**config.mk**
```make
export PLATFORM = sky130hd
export DESIGN_NAME = rld
export DESIGN_NICKNAME = d
export VERILOG_FILES = /design/src/rtl/rld.sv
export SDC_FILE = /design/constraint.sdc
export NUM_CORES = 1
export LEC_CHECK = 0
export ABC_CLOCK_PERIOD_IN_PS = 3500
export BUFFER_PORTS_ARGS = -buffer_cell sky130_fd_sc_hd__buf_2
export CORE_MARGIN = 1
export CORE_UTILIZATION = 56
export DETAILED_ROUTE_END_ITERATION = 16
export GPL_ROUTABILITY_DRIVEN = 0
export PLACE_DENSITY = 0.78
export SLEW_MARGIN = 20
export SYNTH_ARGS = -nofsm -noshare
export SYNTH_HDL_FRONTEND = slang
export SYNTH_SLANG_ARGS = --single-unit
```
**constraint.sdc**
```tcl
create_clock -name clk -period 3.5 [get_ports clk]
set_input_delay 0.175 -clock clk [delete_from_list [all_inputs] [get_ports clk]]
set_output_delay 0.175 -clock clk [all_outputs]
set_load 0.01 [all_outputs]
```
**src/rtl/rld.sv**
```systemverilog
// rld: RLE decompressor. Expands (value, count) byte pairs read from dpsram port A back into dpsram.
// Optional build macro RLD_ERR_CHECK_EN: zero counts or odd stream length raise err and end early.
module rld #(
  parameter int unsigned ADDR_W = 16
) (
  input  logic              clk,
  input  logic              reset,
  input  logic              start,
  input  logic [31:0]       rle_addr,
  input  logic [31:0]       rle_size,
  input  logic [31:0]       out_addr,
  output logic [31:0]       out_size,
  output logic              done,
  output logic              err,
  output logic              port_A_clk,
  output logic [31:0]       port_A_data_in,
  input  logic [31:0]       port_A_data_out,
  output logic [ADDR_W-1:0] port_A_addr,
  output logic              port_A_we
);

`ifdef RLD_ERR_CHECK_EN
  localparam bit ErrCheck = 1'b1;
`else
  localparam bit ErrCheck = 1'b0;
`endif

  typedef enum logic [2:0] {
    StIdle, StRdReq, StRdWait, StParse, StEmit, StWr, StFlush, StDone
  } state_e;

  state_e      state_q, state_d;
  logic [31:0] rle_base_q, rle_base_d, size_q, size_d, out_base_q, out_base_d;
  logic [31:0] in_idx_q, in_idx_d, wr_idx_q, wr_idx_d, cnt_q, cnt_d;
  logic [31:0] buf_q, buf_d, pack_q, pack_d;
  logic        buf_vld_q, buf_vld_d, err_q, err_d;
  logic [7:0]  value_q, value_d, run_q, run_d;
  logic [2:0]  pack_cnt_q, pack_cnt_d;
  logic [7:0]  cur_byte;
  logic [31:0] mem_addr;
  logic        unused_addr;

  assign cur_byte = buf_q[{in_idx_q[1:0], 3'b000} +: 8];

  always_comb begin
    state_d        = state_q;
    rle_base_d     = rle_base_q;
    size_d         = size_q;
    out_base_d     = out_base_q;
    in_idx_d       = in_idx_q;
    wr_idx_d       = wr_idx_q;
    cnt_d          = cnt_q;
    buf_d          = buf_q;
    pack_d         = pack_q;
    buf_vld_d      = buf_vld_q;
    err_d          = err_q;
    value_d        = value_q;
    run_d          = run_q;
    pack_cnt_d     = pack_cnt_q;
    mem_addr       = 32'd0;
    port_A_data_in = 32'd0;
    port_A_we      = 1'b0;

    unique case (state_q)
      StIdle, StDone: begin
        if (start) begin
          rle_base_d = rle_addr;
          size_d     = rle_size;
          out_base_d = out_addr;
          in_idx_d   = 32'd0;
          wr_idx_d   = 32'd0;
          cnt_d      = 32'd0;
          err_d      = 1'b0;
          buf_vld_d  = 1'b0;
          pack_d     = 32'd0;
          pack_cnt_d = 3'd0;
          run_d      = 8'd0;
          if (rle_size == 32'd0) begin
            state_d = StDone;
          end else if (ErrCheck && rle_size[0]) begin
            err_d   = 1'b1;
            state_d = StFlush;
          end else begin
            state_d = StRdReq;
          end
        end
      end
      StRdReq: begin
        mem_addr = rle_base_q + (in_idx_q & ~32'd3);
        state_d  = StRdWait;
      end
      StRdWait: begin
        buf_d     = port_A_data_out;
        buf_vld_d = 1'b1;
        state_d   = StParse;
      end
      StParse: begin
        if (in_idx_q == size_q) begin
          state_d = StFlush;
        end else if (!buf_vld_q) begin
          state_d = StRdReq;
        end else begin
          in_idx_d = in_idx_q + 32'd1;
          if (in_idx_q[1:0] == 2'd3) buf_vld_d = 1'b0;
          if (!in_idx_q[0]) begin
            value_d = cur_byte;
          end else if (cur_byte != 8'd0) begin
            run_d   = cur_byte;
            state_d = StEmit;
          end else if (ErrCheck) begin
            err_d   = 1'b1;
            state_d = StFlush;
          end
        end
      end
      StEmit: begin
        pack_d[{pack_cnt_q[1:0], 3'b000} +: 8] = value_q;
        pack_cnt_d = pack_cnt_q + 3'd1;
        run_d      = run_q - 8'd1;
        cnt_d      = cnt_q + 32'd1;
        // A full packer wins over an exhausted run; WR picks the follow-up state.
        if (pack_cnt_q == 3'd3) state_d = StWr;
        else if (run_q == 8'd1) state_d = StParse;
      end
      StWr: begin
        mem_addr       = out_base_q + (wr_idx_q << 2);
        port_A_data_in = pack_q;
        port_A_we      = 1'b1;
        pack_d         = 32'd0;
        pack_cnt_d     = 3'd0;
        wr_idx_d       = wr_idx_q + 32'd1;
        state_d        = (run_q != 8'd0) ? StEmit : StParse;
      end
      StFlush: begin
        if (pack_cnt_q != 3'd0) begin
          mem_addr       = out_base_q + (wr_idx_q << 2);
          port_A_data_in = pack_q;
          port_A_we      = 1'b1;
        end
        state_d = StDone;
      end
      default: state_d = StIdle;
    endcase
  end

  always_ff @(posedge clk) begin
    if (reset) begin
      state_q    <= StIdle;
      rle_base_q <= 32'd0;
      size_q     <= 32'd0;
      out_base_q <= 32'd0;
      in_idx_q   <= 32'd0;
      wr_idx_q   <= 32'd0;
      cnt_q      <= 32'd0;
      buf_q      <= 32'd0;
      pack_q     <= 32'd0;
      buf_vld_q  <= 1'b0;
      err_q      <= 1'b0;
      value_q    <= 8'd0;
      run_q      <= 8'd0;
      pack_cnt_q <= 3'd0;
    end else begin
      state_q    <= state_d;
      rle_base_q <= rle_base_d;
      size_q     <= size_d;
      out_base_q <= out_base_d;
      in_idx_q   <= in_idx_d;
      wr_idx_q   <= wr_idx_d;
      cnt_q      <= cnt_d;
      buf_q      <= buf_d;
      pack_q     <= pack_d;
      buf_vld_q  <= buf_vld_d;
      err_q      <= err_d;
      value_q    <= value_d;
      run_q      <= run_d;
      pack_cnt_q <= pack_cnt_d;
    end
  end

  // Addresses wrap at ADDR_W and are forced word aligned.
  assign port_A_addr = {mem_addr[ADDR_W-1:2], 2'b00};
  assign unused_addr = ^{mem_addr[31:ADDR_W], mem_addr[1:0]};
  assign port_A_clk  = clk;
  assign out_size    = cnt_q;
  assign done        = (state_q == StDone);
  assign err         = err_q;

endmodule

```
==> impl_results.md <==
- FF+latch area: 4510 um^2
- Clock Skew: 0.0139 ns
- Total grt overflow: 0
- End of the critical path: port_A_addr[15]
- Skew-Pair Late Insertion Delay: 0.63 ns
- Crit path launch type: register
- Arrival @ worst endpoint: 3.18 ns
- Footprint of the multi-input gates: 6640 um^2
- Avg Inst Size Synth: 8.00 um^2
- Outcome: finished clean
- Final Setup Violations: 0
- Post-layout minimum cycle time: 3.36 ns
- Fmax: 0.298 GHz
- Num rows: 52
- Flops & latches, synth: 225
- Post-synth cell types: 72
- Vias in the first global route: 11000
- Detail Route Antenna Nets: 0
- Seq/Total Area, Yosys: 38.8%
- Critical path peak fanout: 7
- Detailed-route via count: 11700
- Die X: 146 um
- Least-Margin Pin Slew: 0.949 ns
- PwrDens: 576 nW/um^2
- DRC: 0
- Worst Hold Path Cells: 2
- Hold Path Class: input pin to register
- Post-CTS Setup Bufs: 0
- Routed wire length: 33.1 mm
- Post-DP HPWL: 20.8 mm
- Ys flop type: dfxtp_1
- Total of max-cap violations: 0
- Die Ht: 146 um
- Area grow syn2layout: 24.5%
- CP endpoint kind: output pin
- Clock transition at path regs: 0.06 ns
- Setup_tns: 0 ns
- Worst setup startpoint: in_idx_q[4]
- Core Area: 20300 um^2
- Total GRT Usage: 30.4%
- Die Footprint: 21300 um^2
- Placed Area: 12600 um^2
- Reg-to-reg startpoint: in_idx_q[0]
- Port bufs: 175
- Fraction of registers with async set/reset: 0%
- Final Max Slew Viols: 0
- Starting DRC count in detailed routing: 851
- Via/cell ratio: 5.93
- Antenna violations before repair: 2
- Post-synth EDFFs: 0
- Initial Utilization: 57.2%
- Synth top area share: 38.8%
- Top-count cell post-synth: nand2_1
- Post-Synthesis Cells: 1451
- Synth warn: 0
- Required @ worst endpoint: 3.32 ns
- Rel. slew slack: 36.5%
- WS Path Type: register to output pin
- Max rail drop VDD: 0.415 mV
- R2r setup slk: 0.55 ns
- Top cell types by occurrence after synthesis: 266 x nand2_1, 225 x dfxtp_1, 152 x a21oi_1
- Final Hold Vio Count: 0
- End of the worst register-to-register path: state_q[1]
- CTS tree: yes
- Final #Nets: 1852
- Share of cells above drive strength 1: 16.5%
- Largest net degree at the start of global routing: 110
- Global-route wire length before repair: 53.6 mm
- FILL cells: 1591
- Final Cycle Share: 95.9%
- Unrepaired setup endpoints after global routing: yes
- Leading area contributor after synthesis: dfxtp_1
- Synth Cell Area: 11600 um^2
- Final Cell Area: 14400 um^2
- Power, Total: 8.32 mW
- Drt first pass iters: 7
- Synth area leaders: dfxtp_1 39%, nand2_1 8.6%, a21oi_1 6.6%, nor2_1 4.3%, ha_1 3.9%
- I/O pin count: 215
- R2R cell count: 7
- Per-cell routed wire length: 16.8 um
- Pleak: 5.72 nW
worst max-delay path, stage by stage, from the launching register on:
cell	delay, ns
dfxtp_1	0.55
ha_1	0.35
o21ai_0	0.24
o21ai_0	0.19
a311oi_2	0.38
nor3b_1	0.11
nor3b_1	0.27
xnor2_1	0.15
o22ai_1	0.17
buf_2	0.17
per-layer routing:
metal / GRT usage (%) / part of all wire [%]
met5: 0 / 0
met4: 12.2 / 3.5
met3: 4.61 / 6.8
met2: 51.4 / 48
met1: 38.7 / 42
worst min-delay path by stage:
stage	start	endpoint	slack, ns
5_1_grt	reset	out_size[30]	0.09
3_3_place_gp	clk	port_A_clk	0.28
6_report	reset	out_size[30]	0.07
3_5_place_dp	clk	port_A_clk	0.28
2_1_floorplan	clk	port_A_clk	0.27
4_1_cts	reset	out_size[21]	0.07
metrics by stage:
stage	setup WS (ns)	util, %	hold slack [ns]	instances
finish	0.144	71.2	0.0727	1970
global route	-0.0106	71.2	0.0918	1970
CTS	0.0692	71.0	0.0687	1968
detailed placement	0.562	62.0	0.276	1832
global placement	0.578	62.0	0.276	1832
floorplan	1.04	-	0.267	1453
area by class of cell:
type | count | share of cell area [%]
Inverter | 22 | 0.572
Clock inverter | 6 | 0.918
Timing Repair Buffer | 287 | 13.5
Sequential cell | 225 | 31.2
Clock buffer | 39 | 5.42
Tap cell | 270 | 2.34
Multi-Input combinational cell | 1119 | 46.0
Antenna cell | 2 | 0.0346
layout by cell type, fill, tap and decap left out, types with 5 or more instances in the layout:
| cell type | synthesis | final |
|---|---|---|
| or3_1 | 20 | 20 |
| or2_2 | 8 | 8 |
| clkbuf_1 | 62 | 6 |
| nand4_1 | 22 | 22 |
| mux2_2 | 12 | 12 |
| xor2_1 | 18 | 18 |
| nor4_1 | 14 | 14 |
| dlygate4sd3_1 | 0 | 92 |
| buf_4 | 6 | 21 |
| mux2i_1 | 12 | 12 |
| a21o_1 | 8 | 8 |
| nor2_1 | 132 | 131 |
| nor2b_1 | 10 | 10 |
| a311oi_1 | 7 | 6 |
| a31oi_1 | 8 | 8 |
| nand3_1 | 52 | 51 |
| o31ai_1 | 8 | 8 |
| o22ai_1 | 10 | 10 |
| and3_1 | 44 | 44 |
| o211ai_1 | 20 | 20 |
| nand2b_1 | 6 | 6 |
| ha_1 | 36 | 36 |
| clkbuf_16 | 0 | 28 |
| o21ai_1 | 6 | 6 |
| mux4_2 | 7 | 7 |
| nor3_1 | 27 | 27 |
| buf_2 | 4 | 174 |
| dfxtp_1 | 225 | 224 |
| o21ai_0 | 40 | 39 |
| a21oi_1 | 152 | 152 |
| a211oi_1 | 11 | 11 |
| o21a_1 | 8 | 7 |
| a22oi_1 | 33 | 33 |
| inv_1 | 21 | 21 |
| nand2_1 | 266 | 266 |
| and4_1 | 5 | 5 |
| or4_1 | 18 | 18 |
| xnor2_1 | 45 | 45 |
state kept, by name, summed over array words and instances, names as in the netlist, 3 cells and up:
signal      count
state_q         3
value_q         8
out_size       32
buf_q          32
pack_q         32
out_base_q     14
in_idx_q       32
pack_cnt_q      3
rle_base_q     14
wr_idx_q       14
run_q           8
size_q         32
cells by family after synthesis:
group	count (synthesis)	share of synthesized area, %
other	1	0.0323
DFF	225	38.8
and+or+nand+nor	640	25.8
adders and majority gates	38	4.23
AOI/OAI and AO/OA	343	18.3
buffers and inverters	109	4.28
muxes	32	3.78
xor gates and xnor gates	63	4.76
power breakdown:
group	switching (mW)	internal (mW)	leakage [nW]
registers	0.239	2.83	1.82
logic	1.54	0.822	3.45
clock network	1.06	1.83	0.445
total	2.84	5.48	5.72
timing repair:
| item | 4_1_cts | 5_1_grt |
|---|---|---|
| setup endpoints to repair | 0 | 2 |
| endpoints found under the hold margin | 92 | 0 |
| gates resized for setup | 0 | 3 |
| hold buffers | 92 | 0 |
(Power assumes the default switching activity.)
